[src/rtl/cpu_muldiv_sequencer.sv]
// cpu_muldiv_sequencer: issues RV32M operations to shared unsigned multiplier /
// divider units, applies sign handling around them and returns a tagged result.
// Optional build macro CPU_MULDIV_CACHE_EN adds a one-entry result cache that
// lets a repeated operand pair complete on the one-cycle bypass path.
module cpu_muldiv_sequencer #(
    parameter int unsigned MUL_LATENCY = 3,
    parameter int unsigned DIV_LATENCY = 34
) (
    input  logic        i_clock,
    input  logic        i_reset_n,
    input  logic        i_valid,
    output logic        o_ready,
    input  logic [2:0]  i_op,
    input  logic [31:0] i_rs1,
    input  logic [31:0] i_rs2,
    input  logic [7:0]  i_tag,
    input  logic        i_flush,
    output logic [31:0] o_mul_op1,
    output logic [31:0] o_mul_op2,
    input  logic [63:0] i_mul_result,
    output logic [31:0] o_div_numerator,
    output logic [31:0] o_div_denominator,
    input  logic [31:0] i_div_result,
    input  logic [31:0] i_div_remainder,
    output logic        o_valid,
    output logic [31:0] o_result,
    output logic [7:0]  o_tag,
    output logic        o_busy
);

    localparam int unsigned XLEN  = 32;
    localparam int unsigned PLEN  = 64;
    localparam int unsigned TAG_W = 8;
    localparam int unsigned CNT_W = 6;

    typedef enum logic [1:0] {
        S_IDLE     = 2'd0,
        S_MUL_WAIT = 2'd1,
        S_DIV_WAIT = 2'd2,
        S_DONE     = 2'd3
    } state_e;

    state_e            state_q, state_d;
    logic [CNT_W-1:0]  cnt_q, cnt_d;
    logic [1:0]        sub_op_q, sub_op_d;
    logic              neg_a_q, neg_a_d;
    logic              neg_b_q, neg_b_d;
    logic [TAG_W-1:0]  tag_q, tag_d;
    logic [XLEN-1:0]   mul_op1_q, mul_op1_d;
    logic [XLEN-1:0]   mul_op2_q, mul_op2_d;
    logic [XLEN-1:0]   div_num_q, div_num_d;
    logic [XLEN-1:0]   div_den_q, div_den_d;
    logic [XLEN-1:0]   result_q, result_d;
    logic [TAG_W-1:0]  res_tag_q, res_tag_d;
    logic              valid_q, valid_d;
    logic              ready_q, ready_d;
    logic              busy_q, busy_d;

    // request decode
    logic              accept;
    logic              req_sgn_a, req_sgn_b;
    logic              req_neg_a, req_neg_b;
    logic [XLEN-1:0]   req_mag1, req_mag2;
    logic              req_div_zero, req_ovf, req_special;
    logic [XLEN-1:0]   special_res;

    // unit result fixup
    logic              res_neg;
    logic [PLEN-1:0]   prod_fix;
    logic [XLEN-1:0]   quot_fix, rem_fix;
    logic [XLEN-1:0]   mul_res, div_res;

    // cache lookup (tied off when the cache is not built)
    logic              cache_hit;
    logic [XLEN-1:0]   cache_res;

    assign o_ready           = ready_q;
    assign o_busy            = busy_q;
    assign o_valid           = valid_q;
    assign o_result          = result_q;
    assign o_tag             = res_tag_q;
    assign o_mul_op1         = mul_op1_q;
    assign o_mul_op2         = mul_op2_q;
    assign o_div_numerator   = div_num_q;
    assign o_div_denominator = div_den_q;

    // Decode the incoming request: signedness, magnitudes and divider special cases
    always_comb begin
        req_sgn_a = 1'b0;
        req_sgn_b = 1'b0;
        case (i_op)
            3'd1, 3'd4, 3'd6: begin
                req_sgn_a = 1'b1;
                req_sgn_b = 1'b1;
            end
            3'd2:    req_sgn_a = 1'b1;
            default: ;
        endcase
        accept       = (state_q == S_IDLE) && i_valid && !i_flush;
        req_neg_a    = req_sgn_a & i_rs1[XLEN-1];
        req_neg_b    = req_sgn_b & i_rs2[XLEN-1];
        req_mag1     = req_neg_a ? (~i_rs1 + XLEN'(1)) : i_rs1;
        req_mag2     = req_neg_b ? (~i_rs2 + XLEN'(1)) : i_rs2;
        req_div_zero = i_op[2] && (i_rs2 == '0);
        req_ovf      = i_op[2] && !i_op[0] && (i_rs1 == 32'h8000_0000) && (i_rs2 == 32'hFFFF_FFFF);
        req_special  = req_div_zero || req_ovf;
        special_res  = '0;
        if (req_div_zero) begin
            special_res = i_op[1] ? i_rs1 : 32'hFFFF_FFFF;
        end else if (req_ovf) begin
            special_res = i_op[1] ? 32'h0000_0000 : 32'h8000_0000;
        end
    end

    // Restore signs on the unsigned unit outputs for the operation in flight
    always_comb begin
        res_neg  = neg_a_q ^ neg_b_q;
        prod_fix = res_neg ? (~i_mul_result + PLEN'(1)) : i_mul_result;
        quot_fix = res_neg ? (~i_div_result + XLEN'(1)) : i_div_result;
        rem_fix  = neg_a_q ? (~i_div_remainder + XLEN'(1)) : i_div_remainder;
        mul_res  = (sub_op_q == 2'd0) ? prod_fix[XLEN-1:0] : prod_fix[PLEN-1:XLEN];
        div_res  = sub_op_q[1] ? rem_fix : quot_fix;
    end

`ifdef CPU_MULDIV_CACHE_EN
    logic              c_vld_q, c_vld_d;
    logic              c_div_q, c_div_d;
    logic [1:0]        c_sgn_q, c_sgn_d;
    logic [XLEN-1:0]   c_rs1_q, c_rs1_d;
    logic [XLEN-1:0]   c_rs2_q, c_rs2_d;
    logic [PLEN-1:0]   c_prod_q, c_prod_d;
    logic [XLEN-1:0]   c_quot_q, c_quot_d;
    logic [XLEN-1:0]   c_rem_q, c_rem_d;
    logic [1:0]        pend_sgn_q, pend_sgn_d;
    logic [XLEN-1:0]   pend_rs1_q, pend_rs1_d;
    logic [XLEN-1:0]   pend_rs2_q, pend_rs2_d;

    // Cache lookup, pending-request capture and entry fill/invalidate
    always_comb begin
        c_vld_d    = c_vld_q;
        c_div_d    = c_div_q;
        c_sgn_d    = c_sgn_q;
        c_rs1_d    = c_rs1_q;
        c_rs2_d    = c_rs2_q;
        c_prod_d   = c_prod_q;
        c_quot_d   = c_quot_q;
        c_rem_d    = c_rem_q;
        pend_sgn_d = pend_sgn_q;
        pend_rs1_d = pend_rs1_q;
        pend_rs2_d = pend_rs2_q;

        cache_hit = c_vld_q && (c_div_q == i_op[2]) && (c_sgn_q == {req_sgn_a, req_sgn_b})
                    && (c_rs1_q == i_rs1) && (c_rs2_q == i_rs2);
        if (c_div_q) begin
            cache_res = i_op[1] ? c_rem_q : c_quot_q;
        end else begin
            cache_res = (i_op[1:0] == 2'd0) ? c_prod_q[XLEN-1:0] : c_prod_q[PLEN-1:XLEN];
        end

        if (accept) begin
            pend_sgn_d = {req_sgn_a, req_sgn_b};
            pend_rs1_d = i_rs1;
            pend_rs2_d = i_rs2;
        end

        if (i_flush) begin
            c_vld_d = 1'b0;
        end else if (accept && req_special) begin
            c_vld_d = 1'b0;
        end else if ((state_q == S_MUL_WAIT) && (cnt_q == '0)) begin
            c_vld_d  = 1'b1;
            c_div_d  = 1'b0;
            c_sgn_d  = pend_sgn_q;
            c_rs1_d  = pend_rs1_q;
            c_rs2_d  = pend_rs2_q;
            c_prod_d = prod_fix;
        end else if ((state_q == S_DIV_WAIT) && (cnt_q == '0)) begin
            c_vld_d  = 1'b1;
            c_div_d  = 1'b1;
            c_sgn_d  = pend_sgn_q;
            c_rs1_d  = pend_rs1_q;
            c_rs2_d  = pend_rs2_q;
            c_quot_d = quot_fix;
            c_rem_d  = rem_fix;
        end
    end

    // Cache entry and pending-request registers
    always_ff @(posedge i_clock or negedge i_reset_n) begin
        if (!i_reset_n) begin
            c_vld_q    <= 1'b0;
            c_div_q    <= 1'b0;
            c_sgn_q    <= '0;
            c_rs1_q    <= '0;
            c_rs2_q    <= '0;
            c_prod_q   <= '0;
            c_quot_q   <= '0;
            c_rem_q    <= '0;
            pend_sgn_q <= '0;
            pend_rs1_q <= '0;
            pend_rs2_q <= '0;
        end else begin
            c_vld_q    <= c_vld_d;
            c_div_q    <= c_div_d;
            c_sgn_q    <= c_sgn_d;
            c_rs1_q    <= c_rs1_d;
            c_rs2_q    <= c_rs2_d;
            c_prod_q   <= c_prod_d;
            c_quot_q   <= c_quot_d;
            c_rem_q    <= c_rem_d;
            pend_sgn_q <= pend_sgn_d;
            pend_rs1_q <= pend_rs1_d;
            pend_rs2_q <= pend_rs2_d;
        end
    end
`else
    assign cache_hit = 1'b0;
    assign cache_res = '0;
`endif

    // Sequencer next-state and registered outputs
    always_comb begin
        state_d   = state_q;
        cnt_d     = cnt_q;
        sub_op_d  = sub_op_q;
        neg_a_d   = neg_a_q;
        neg_b_d   = neg_b_q;
        tag_d     = tag_q;
        mul_op1_d = mul_op1_q;
        mul_op2_d = mul_op2_q;
        div_num_d = div_num_q;
        div_den_d = div_den_q;
        result_d  = result_q;
        res_tag_d = res_tag_q;

        case (state_q)
            S_IDLE: begin
                if (accept) begin
                    sub_op_d = i_op[1:0];
                    tag_d    = i_tag;
                    neg_a_d  = req_neg_a;
                    neg_b_d  = req_neg_b;
                    if (req_special) begin
                        result_d  = special_res;
                        res_tag_d = i_tag;
                        state_d   = S_DONE;
                    end else if (cache_hit) begin
                        result_d  = cache_res;
                        res_tag_d = i_tag;
                        state_d   = S_DONE;
                    end else if (i_op[2]) begin
                        div_num_d = req_mag1;
                        div_den_d = req_mag2;
                        cnt_d     = CNT_W'(DIV_LATENCY - 1);
                        state_d   = S_DIV_WAIT;
                    end else begin
                        mul_op1_d = req_mag1;
                        mul_op2_d = req_mag2;
                        cnt_d     = CNT_W'(MUL_LATENCY - 1);
                        state_d   = S_MUL_WAIT;
                    end
                end
            end
            S_MUL_WAIT: begin
                if (i_flush) begin
                    state_d = S_IDLE;
                end else if (cnt_q == '0) begin
                    result_d  = mul_res;
                    res_tag_d = tag_q;
                    state_d   = S_DONE;
                end else begin
                    cnt_d = cnt_q - CNT_W'(1);
                end
            end
            S_DIV_WAIT: begin
                if (i_flush) begin
                    state_d = S_IDLE;
                end else if (cnt_q == '0) begin
                    result_d  = div_res;
                    res_tag_d = tag_q;
                    state_d   = S_DONE;
                end else begin
                    cnt_d = cnt_q - CNT_W'(1);
                end
            end
            S_DONE:  state_d = S_IDLE;
            default: state_d = S_IDLE;
        endcase

        valid_d = (state_d == S_DONE);
        ready_d = (state_d == S_IDLE);
        busy_d  = (state_d != S_IDLE);
    end

    // State and output registers
    always_ff @(posedge i_clock or negedge i_reset_n) begin
        if (!i_reset_n) begin
            state_q   <= S_IDLE;
            cnt_q     <= '0;
            sub_op_q  <= '0;
            neg_a_q   <= 1'b0;
            neg_b_q   <= 1'b0;
            tag_q     <= '0;
            mul_op1_q <= '0;
            mul_op2_q <= '0;
            div_num_q <= '0;
            div_den_q <= '0;
            result_q  <= '0;
            res_tag_q <= '0;
            valid_q   <= 1'b0;
            ready_q   <= 1'b1;
            busy_q    <= 1'b0;
        end else begin
            state_q   <= state_d;
            cnt_q     <= cnt_d;
            sub_op_q  <= sub_op_d;
            neg_a_q   <= neg_a_d;
            neg_b_q   <= neg_b_d;
            tag_q     <= tag_d;
            mul_op1_q <= mul_op1_d;
            mul_op2_q <= mul_op2_d;
            div_num_q <= div_num_d;
            div_den_q <= div_den_d;
            result_q  <= result_d;
            res_tag_q <= res_tag_d;
            valid_q   <= valid_d;
            ready_q   <= ready_d;
            busy_q    <= busy_d;
        end
    end

endmodule

[config.mk]
export PLATFORM = sky130hd
export DESIGN_NAME = cpu_muldiv_sequencer
export DESIGN_NICKNAME = d
export VERILOG_FILES = /design/src/rtl/cpu_muldiv_sequencer.sv
export SDC_FILE = /design/constraint.sdc
export NUM_CORES = 1
export LEC_CHECK = 0
export BUFFER_PORTS_ARGS = -buffer_cell sky130_fd_sc_hd__buf_2
export CAP_MARGIN = 15
export CORE_MARGIN = 4
export CORE_UTILIZATION = 45
export DETAILED_ROUTE_END_ITERATION = 16
export PLACE_DENSITY = 0.73
export SLEW_MARGIN = 10
export SYNTH_ARGS = -nofsm -noshare
export SYNTH_HDL_FRONTEND = slang
export SYNTH_SLANG_ARGS = --single-unit
[constraint.sdc]
create_clock -name i_clock -period 2.5 [get_ports i_clock]
set_input_delay 0.125 -clock i_clock [delete_from_list [all_inputs] [get_ports i_clock]]
set_output_delay 0.125 -clock i_clock [all_outputs]
set_load 0.01 [all_outputs]
==> results.py <==
metrics = {
    "status": {
        "run_status": "completed",
    },
    "grt": {
        "grt_pass1_wl_mm": 87.4,
        "grt_pass1_vias": 15000,
        "gr-max-usage-layer": "met2",
        "globalRouteMet2Util_pct": 56.0,
        "overflow": 0,
        "grtUsageMet1_pct": 44.2,
        "grt_usage_pct": 33.8,
        "grt_max_degree": 128,
        "grt_use_met3_pct": 6.28,
        "antenna_found_initial": 2,
    },
    "routing": {
        "drtIter0Drc": 1695,
        "drc": 0,
        "firstDrtPassIters": 5,
        "via_count": 15500,
        "ant_nets": 0,
        "avgViaCountPerCell": 5.97,
        "wl_mm": 57.3,
        "wl_per_cell_um": 22.0,
    },
    "worst_setup_path": {
        "crit_family": "compound AO/OA/AOI/OAI gates",
        "worstPathArrival_ps": 2820,
        "crit_path_end_kind": "flop",
        "critical_path_class": "flop to flop",
        "path_max_fanout": 8,
        "start_kind": "flop",
        "critical_path.slowest_cell": "dfrtp_1",
        "crit_required_ps": 2830,
        "timing.rr.start": "state_q[1]",
        "worst-path-buf-inv": 3,
        "cp_cell_sequence": "inv_1, buf_4, ha_2, clkinvlp_4, a21oi_1, o221ai_1, o32a_1, mux2_2",
        "crit_path_max_incr_delay_ps": 400,
        "cp-startpoint": "state_q[1]",
    },
    "logic_synthesis": {
        "synth_top_family_by_area": "compound AO/OA/AOI/OAI gates",
        "avgSynthCellArea_sq_um": 8.22,
        "synth_most_common_cell": "o21ai_0",
        "yosysTopAreaCellShare_pct": 35.5,
        "synth_nets": 1848,
        "synthDistinctLibCells": 85,
        "synth_xor_area_share_pct": 10.5,
        "synth_edf_count": 0,
        "ys.flop_type": "dfrtp_1",
        "muxShareOfSynthArea_pct": 3.93,
        "yosys_warnings": 0,
        "synth_seq_area_share_pct": 35.7,
        "synth_area_sq_mm": 0.0134,
        "ys_top_cells_by_count": "o21ai_0 (220), nand2_1 (202), dfrtp_1 (190), nor2_1 (119), clkbuf_1 (83)",
        "async_flop_share_pct": 100,
        "synth.area.top_cells": "dfrtp_1 (36%), o21ai_0 (8.2%), nand2_1 (5.7%)",
        "ys_ff_latch": 191,
        "synth_adder_area_share_pct": 1.12,
        "syn_inst": 1629,
        "yosys.area.top_type": "dfrtp_1",
        "synth-compound-area-share_pct": 22.2,
        "synthSimpleGateAreaFrac_pct": 22.2,
    },
    "sta": {
        "worst_slack_ps": 5.11,
        "slew_violations": 0,
        "skew_ps": 15.4,
        "hold_viol_final": 0,
        "setup_viol": 0,
        "rsz0062_at_grt": "yes",
        "relSlewSlack_pct": 57.3,
        "fmax_mhz": 401,
        "worst_pin_slew_ps": 640,
        "min_period_over_period_pct": 99.8,
        "min_period_ps": 2490,
    },
    "clock_network": {
        "clk_latency_ps": 450,
        "h-tree-depth": 4,
        "path_clk_slew_ps": 80,
        "cts_tree": "done",
        "clockBufferDepth": 2,
        "root_buffer": "clkbuf_16",
        "cts_buffers": 17,
        "cts_num_sinks": 191,
    },
    "power_and_ir_drop": {
        "peakVddDrop_v": 0.000753,
        "power_w": 0.0209,
        "p_per_area_mw_per_mm2": 1140,
        "power.leakage_nw": 8.44,
    },
    "die": {
        "design.die.area_sq_mm": 0.0326,
        "dieWidth_um": 180,
        "die_y_um": 180,
        "coreArea_sq_mm": 0.0290,
        "initial_utilization_pct": 46.1,
        "rows": 62,
        "io_pins": 378,
    },
    "cells_and_area": {
        "nets": 2422,
        "synthToLayoutAreaGrowth_pct": 36.7,
        "drive_gt1_share_pct": 34.0,
        "final_util_pct": 63.1,
        "fillCellCount": 2539,
        "design_area_sq_mm": 0.0183,
    },
    "run": {
        "drv_cap": 0,
    },
    "placed_design": {
        "io_buffers": 377,
        "hpwl_mm": 46.7,
        "place_area_sq_mm": 0.0175,
        "pre_cts_slack_ps": -384,
        "gp_congestion": 0.995,
    },
    "min_path": {
        "hp-class": "primary input to flop",
        "hp-start": "i_rs1[31]",
    },
}
tightest hold or removal path, cell delays in order:
cell     delay (ps)
buf_2           160
nand3_1          90
nand2_1          50
cells in the final DEF, fill, tap and decap left out, drive strengths merged, types with 5 or more instances in the layout:
master,Yosys,final
xor2,81,81
dlygate4sd3,0,9
dfrtp,190,190
a21oi,67,67
nand2,202,202
o221ai,6,6
o211ai,5,5
o31a,5,5
or3,20,20
a211oi,9,9
ha,12,12
or2,7,7
mux2,29,29
nor4,49,49
o2111ai,5,5
buf,21,649
o22ai,15,15
a31oi,33,33
a41oi,16,16
and2,12,12
o41ai,22,22
nand4,31,31
a221oi,7,7
inv,44,52
nor4b,5,5
xnor2,80,80
o31ai,25,25
nor2,119,119
and3,9,9
nor3,50,50
or4,25,25
clkbuf,83,19
mux2i,20,20
o21ai,224,224
nand3,29,29
nand2b,15,15
worst paths after layout:
kind	endpoint	slack, ps	cells past startpoint
max in group asynchronous	o_ready	1430	3
hold reg to reg	o_div_numerator[15]	480	2
hold / removal	o_mul_op1[31]	10	3
setup reg to reg	o_result[10]	5	8
min in group asynchronous	o_mul_op1[28]	240	2
setup / recovery	o_result[10]	5	8
sequential cells by signal, indices dropped and copies added (netlist names):
signal,cells
o_ready,1
neg_a_q,1
sub_op_q,2
o_mul_op2,32
o_div_numerator,32
tag_q,8
o_div_denominator,32
o_result,32
neg_b_q,1
o_valid,1
state_q,2
o_mul_op1,32
o_tag,8
cnt_q,6
o_busy,1
cell type report:
class | instances | area (sq um) | share of cell area (%)
Tap cell | 384 | 480 | 2.62
Sequential cell | 191 | 4780 | 26.1
Inverter | 44 | 169 | 0.923
Clock inverter | 14 | 159 | 0.868
Multi-Input combinational cell | 1290 | 8100 | 44.2
Timing Repair Buffer | 659 | 4180 | 22.8
Clock buffer | 18 | 439 | 2.40
Antenna cell | 1 | 2.50 | 0.0137
power breakdown:
| part | total [W] | internal, W | switching [W] |
|---|---|---|---|
| sequential | 0.00549 | 0.00457 | 0.000920 |
| combinational | 0.0126 | 0.00523 | 0.00737 |
| clock | 0.00277 | 0.00138 | 0.00139 |
| total | 0.0209 | 0.0112 | 0.00968 |
per-stage QoR:
step	cells	hold slack, ps	setup TNS [ps]
floorplan	1629	-171	0
global placement	2551	177	-6120
detailed placement	2551	179	-5500
CTS	2592	0.374	0
global route	2601	14.5	-98.5
finish	2601	13.5	0
repair_timing:
| item | CTS | global route |
|---|---|---|
| resized for setup | 5 | 7 |
| setup endpoints to repair | 12 | 28 |
| hold buffers | 9 | 0 |
| pin swaps | 0 | 0 |
| buffers inserted | 0 | 8 |
| endpoints found under the hold margin | 84 | 0 |
metal layers:
metal | up-vias | routed length, um
met2 | 918 | 26900
met3 | 132 | 5310
li1 | 7112 | -
met1 | 7363 | 22800
met4 | 2 | 2310
met5 | - | 13
logic make-up after synthesis:
family / Yosys count
and+or+nand+nor: 593
xor gates and xnor gates: 161
buffers and inverters: 148
muxes: 49
AOI/OAI and AO/OA: 475
adders and majority gates: 12
DFF: 191
(Power assumes the default switching activity.)
